File: config.mk
export PLATFORM = sky130hd
export DESIGN_NAME = mem_arbiter
export DESIGN_NICKNAME = d
export VERILOG_FILES = /design/src/rtl/mem_arb_pkg.sv /design/src/rtl/mem_arb_starve_cnt.sv /design/src/rtl/mem_arbiter.sv
export SDC_FILE = /design/constraint.sdc
export NUM_CORES = 1
export LEC_CHECK = 0
export BUFFER_PORTS_ARGS = -buffer_cell sky130_fd_sc_hd__buf_2
export CAP_MARGIN = 0
export CORE_MARGIN = 10
export CORE_UTILIZATION = 25
export DETAILED_ROUTE_END_ITERATION = 6
export MAX_ROUTING_LAYER = met4
export PLACE_DENSITY = 0.52
export SLEW_MARGIN = 10
export SYNTH_ARGS = -nofsm -noshare
export SYNTH_HDL_FRONTEND = slang
export SYNTH_SLANG_ARGS = --single-unit
File: constraint.sdc
create_clock -name clk -period 2.4 [get_ports clk]
set_input_delay 0.48 -clock clk [delete_from_list [all_inputs] [get_ports clk]]
set_output_delay 0.48 -clock clk [all_outputs]
set_load 0.03 [all_outputs]
File: src/rtl/mem_arb_pkg.sv
// Shared types and defaults for the unified-memory arbiter.
// Holds default widths, the starvation limit and the grant-select enum.
package mem_arb_pkg;

    localparam int AW         = 32;
    localparam int DW         = 32;
    localparam int MAX_STARVE = 4;
    localparam int STARVE_W   = 4;

    typedef enum logic [1:0] {
        GNT_NONE,
        GNT_IF,
        GNT_D
    } gnt_sel_e;

endpackage

File: src/rtl/mem_arb_starve_cnt.sv
// Saturating count of cycles the fetch port has waited for a grant.
// force_if rises once the wait reaches MAX_STARVE.
module mem_arb_starve_cnt
    import mem_arb_pkg::*;
#(
    parameter int MAX_STARVE = mem_arb_pkg::MAX_STARVE
) (
    input  logic clk,
    input  logic reset_n,
    input  logic if_req,
    input  logic if_gnt,
    output logic force_if
);

    localparam logic [STARVE_W-1:0] LIMIT = STARVE_W'(MAX_STARVE);

    logic [STARVE_W-1:0] cnt;

    always_ff @(posedge clk) begin
        if (!reset_n) begin
            cnt <= '0;
        end else if (!if_req || if_gnt) begin
            cnt <= '0;
        end else if (cnt != LIMIT) begin
            cnt <= cnt + 1'b1;
        end
    end

    assign force_if = (cnt == LIMIT);

endmodule

File: src/rtl/mem_arbiter.sv
// Fetch/data arbiter for the single-port unified memory, data-priority.
// Define MEM_ARB_ADDR_CHECK_EN to flag out-of-range or misaligned accesses.
module mem_arbiter
    import mem_arb_pkg::*;
#(
    parameter int AW         = mem_arb_pkg::AW,
    parameter int DW         = mem_arb_pkg::DW,
    parameter int MAX_STARVE = mem_arb_pkg::MAX_STARVE,
    parameter int MEM_WORDS  = 128
) (
    input  logic          clk,
    input  logic          reset_n,
    input  logic          if_req,
    input  logic [AW-1:0] if_addr,
    output logic          if_gnt,
    output logic          if_rvalid,
    output logic [DW-1:0] if_rdata,
    input  logic          d_req,
    input  logic          d_we,
    input  logic [AW-1:0] d_addr,
    input  logic [DW-1:0] d_wdata,
    output logic          d_gnt,
    output logic          d_rvalid,
    output logic [DW-1:0] d_rdata,
    output logic          mem_we,
    output logic [AW-1:0] mem_a,
    output logic [DW-1:0] mem_wd,
    input  logic [DW-1:0] mem_rd,
    output logic          err
);

    if (MAX_STARVE < 1 || MAX_STARVE > 15 || MEM_WORDS < 1) begin : g_cfg_err
        $error("mem_arbiter: illegal parameter configuration");
    end

    gnt_sel_e sel;
    logic     force_if;
    logic     addr_err;

    always_comb begin
        sel = GNT_NONE;
        if (reset_n) begin
            if (d_req && !(if_req && force_if)) begin
                sel = GNT_D;
            end else if (if_req) begin
                sel = GNT_IF;
            end
        end
    end

    assign if_gnt = (sel == GNT_IF);
    assign d_gnt  = (sel == GNT_D);
    assign mem_a  = d_gnt ? d_addr : if_addr;
    assign mem_wd = d_wdata;

`ifdef MEM_ARB_ADDR_CHECK_EN
    // Word index compared at full width so large addresses cannot alias.
    assign addr_err = (if_gnt || d_gnt) &&
                      (({2'b00, mem_a[AW-1:2]} >= AW'(MEM_WORDS)) ||
                       (mem_a[1:0] != 2'b00));
`else
    assign addr_err = 1'b0;
`endif

    assign mem_we = d_gnt && d_we && !addr_err;

    mem_arb_starve_cnt #(
        .MAX_STARVE(MAX_STARVE)
    ) u_starve (
        .clk      (clk),
        .reset_n  (reset_n),
        .if_req   (if_req),
        .if_gnt   (if_gnt),
        .force_if (force_if)
    );

    always_ff @(posedge clk) begin
        if (!reset_n) begin
            if_rvalid <= 1'b0;
            d_rvalid  <= 1'b0;
            if_rdata  <= '0;
            d_rdata   <= '0;
        end else begin
            if_rvalid <= if_gnt;
            d_rvalid  <= d_gnt;
            if (if_gnt) begin
                if_rdata <= addr_err ? '0 : mem_rd;
            end
            if (d_gnt) begin
                d_rdata <= (d_we || addr_err) ? '0 : mem_rd;
            end
        end
    end

`ifdef MEM_ARB_ADDR_CHECK_EN
    always_ff @(posedge clk) begin
        if (!reset_n) begin
            err <= 1'b0;
        end else begin
            err <= addr_err;
        end
    end
`else
    assign err = 1'b0;
`endif

endmodule

==> out/summary.txt <==
Drt pass-1 iters: 4
Adder-cell area share of the yosys netlist: 0.6991%
Die area: 19500 µm²
Tmin final: 2.426 ns
Largest net degree at the start of global routing: 81
Violated checks: negative setup slack
Num rows: 43
Global placer's final weighted congestion: 0.8657
Hold buffers post-CTS: 0
Unrepaired setup endpoints after global routing: yes
Vias in the first global route: 3517
Critical Path AT: 1.95 ns
Maximum vdd drop: 0.2853 mV
#FFs+latches synth: 70
Fillers: 1457
Overflow after GRT: 0
Leakage power: 2.528 nW
Number of remaining DRC errors: 0
Crit path from: u_starve.cnt[0]$_SDFFE_PP0P_
Cell Pwr Density: 626.6 nW/µm²
Required time of the critical path: 1.92 ns
Seq/Total Area, Yosys: 39.15%
Register area: 1404 µm²
Clk buf depth: 2
Crit path kind: flop to output port
Mapped cell area: 3580 µm²
Initial core utilization: 25.69%
Worst slack at placement: 0.1220 ns
Setup ws final: -0.02603 ns
Clk slew on worst S/H paths: 0.06 ns
Number of CTS-inserted buffers: 9
Synth Area in XOR/XNOR: 0%
Crit path launch type: flop
Clk root buf: clkbuf_16
Slew headroom: 45.72%
RR Startpoint: u_starve.cnt[1]$_SDFFE_PP0P_
Worst hold path type: input pin to flop
Initial antenna violation count: 2
Total of max-cap violations: 0
CTS tree: done
Largest family of logic cells by synthesized area: multiplexers
Post-synthesis net count: 523
# nets final: 695
Critical path endpoint category: output port
Dpl cells: 712
Starting DRT DRC Count: 164
Status: complete, but fails checks
Layout cells sized above 1: 49.82%
Post-Synth Simple-Gate Area: 19.85%
WL per Instance: 20.67 µm
Multiplexer share of the synthesized area: 22.23%
DPL Wire Length: 11490 µm
Hold Startpoint: mem_rd[20]
Measured slew at the worst slew-check pin: 0.8142 ns
Core Area: 13930 µm²
Global Route Usage Sum: 15.26%
Unique masters post-synth: 22
Max Slew Vio Count: 0
Clock latency on the worst-skew pair: 0.33 ns
Final hold vios: 0
Num Clock Sinks: 70
Die W: 139.7 µm
Compound-Gate Fraction of Synth Area: 6.012%
Final setup vio count: 3
Crit path max fanout: 6
Htree depth: 3
Clock Skew: 0.01108 ns
Via density: 4.555
Antenna-violating nets left: 0
Post-layout util: 37.66%
Fin crit share: 101.1%
P&R area growth vs syn: 46.59%
Die Height: 139.7 µm
Total Power: 3.288 mW
Highest clock rate: 412.2 MHz
First-pass GRT wire length: 22600 µm
I/O pins: 267
WL final: 15420 µm
Area of the multi-input gates: 1797 µm²
Number of port buffers: 201
Via Count: 3398
Non-filler instance count after layout: 746
Cells after Synth: 388
Syn_area_per_cell: 9.226 µm²
Yosys warning total: 0
path summary, 6_finish.rpt:
kind | end | slack (ns) | cells after the start
worst max register to register | d_rdata[16]$_SDFFE_PN0N_ | 0.10 | 14
worst max-delay path | mem_a[27] | -0.03 | 7
worst min register to register | d_rdata[24]$_SDFFE_PN0N_ | 0.45 | 2
worst min-delay path | if_rdata[20]$_SDFFE_PN0P_ | 0.41 | 3
layout make-up:
| class | instances | share of cell area (%) |
|---|---|---|
| Inverter | 2 | 0.1431 |
| Antenna cell | 2 | 0.09537 |
| Sequential cell | 70 | 26.75 |
| Tap cell | 180 | 4.292 |
| Timing Repair Buffer | 227 | 29.21 |
| Multi-Input combinational cell | 250 | 34.24 |
| Clock inverter | 3 | 0.3815 |
| Clock buffer | 12 | 4.888 |
cells in the mapped netlist:
cell	number	area share, %
buf_4	33	6.9
a21oi_1	3	0.42
mux2i_1	33	9.2
buf_2	15	2.1
buf_6	4	1.3
mux2_4	28	12
nand2b_1	2	0.35
clkbuf_1	14	1.5
and2_1	4	0.70
nor3_1	2	0.28
nand2_1	99	10
dfxtp_1	70	39
mux2_1	4	1.3
nand4b_1	1	0.24
o22ai_1	32	5.6
nand3b_1	34	7.1
and3_1	3	0.52
nor2_1	1	0.10
nand3_1	1	0.14
inv_1	2	0.21
conb_1	1	0.10
ha_1	2	0.70
routing by layer:
layer	vias to the layer above	global-route usage, %	routed length, µm
met5	-	-	0
met3	5	6.669	1393
met2	180	27.23	8150
li1	1629	-	-
met1	1584	15.21	5835
met4	0	2.989	39
sequential cells by signal, indices dropped and copies added (netlist names):
name and count:
if_rvalid 1, if_rdata 32, d_rvalid 1, d_rdata 32, u_starve.cnt 4
metrics by stage:
| step | hold slack, ns | setup TNS, ns | instance area, µm² |
|---|---|---|---|
| 3_5_place_dp | 0.4436 | 0 | 4497 |
| 4_1_cts | 0.3976 | -0.1596 | 5223 |
| 6_report | 0.4116 | -0.04993 | 5248 |
| 2_1_floorplan | 0.4498 | 0 | 3580 |
| 5_1_grt | 0.4108 | -0.9848 | 5248 |
| 3_3_place_gp | 0.4411 | 0 | 4497 |
cells in the final DEF (no fill, tap or decap), types with 2 or more instances in the layout:
cell / count
buf_2: 169
nand2_1: 99
dfxtp_1: 68
nand3b_1: 34
mux2i_1: 33
mux2_4: 32
o22ai_1: 32
buf_6: 31
buf_4: 19
clkbuf_16: 9
buf_12: 4
and2_1: 3
buf_16: 3
diode_2: 2
inv_2: 2
nand2b_1: 2
a21oi_1: 2
and3_1: 2
nor3_1: 2
clkbuf_8: 2
clkinvlp_4: 2
dfxtp_2: 2
cell families (layout without fill, tap and decap cells):
group	count (synthesis)	count (layout)
AOI/OAI and AO/OA	35	35
adders and majority gates	2	2
buffers and inverters	68	244
DFF	70	70
muxes	65	65
other	1	3
and+or+nand+nor	147	147
where the power goes:
group | leakage, nW | switching [mW] | internal [mW]
Sequential | 0.573 | 0.0256 | 1.22
Clock | 0.131 | 0.507 | 0.749
Combinational | 1.82 | 0.454 | 0.336
Total | 2.53 | 0.986 | 2.30
worst max-delay path, stage by stage (launching register included):
cell and delay (ns):
dfxtp_2 0.33, inv_2 0.05, ha_4 0.15, nand4b_1 0.11
and3_4 0.24, bufbuf_16 0.28, mux2_4 0.31, buf_4 0.17
repair_timing:
| item | 4_1_cts | 5_1_grt |
|---|---|---|
| setup buffers | 13 | 0 |
| gates resized for setup | 75 | 6 |
| endpoints found under the setup margin | 33 | 55 |
| gates cloned | 4 | 0 |
| pin swaps | 3 | 0 |
Power figures use the tool's default switching activity.
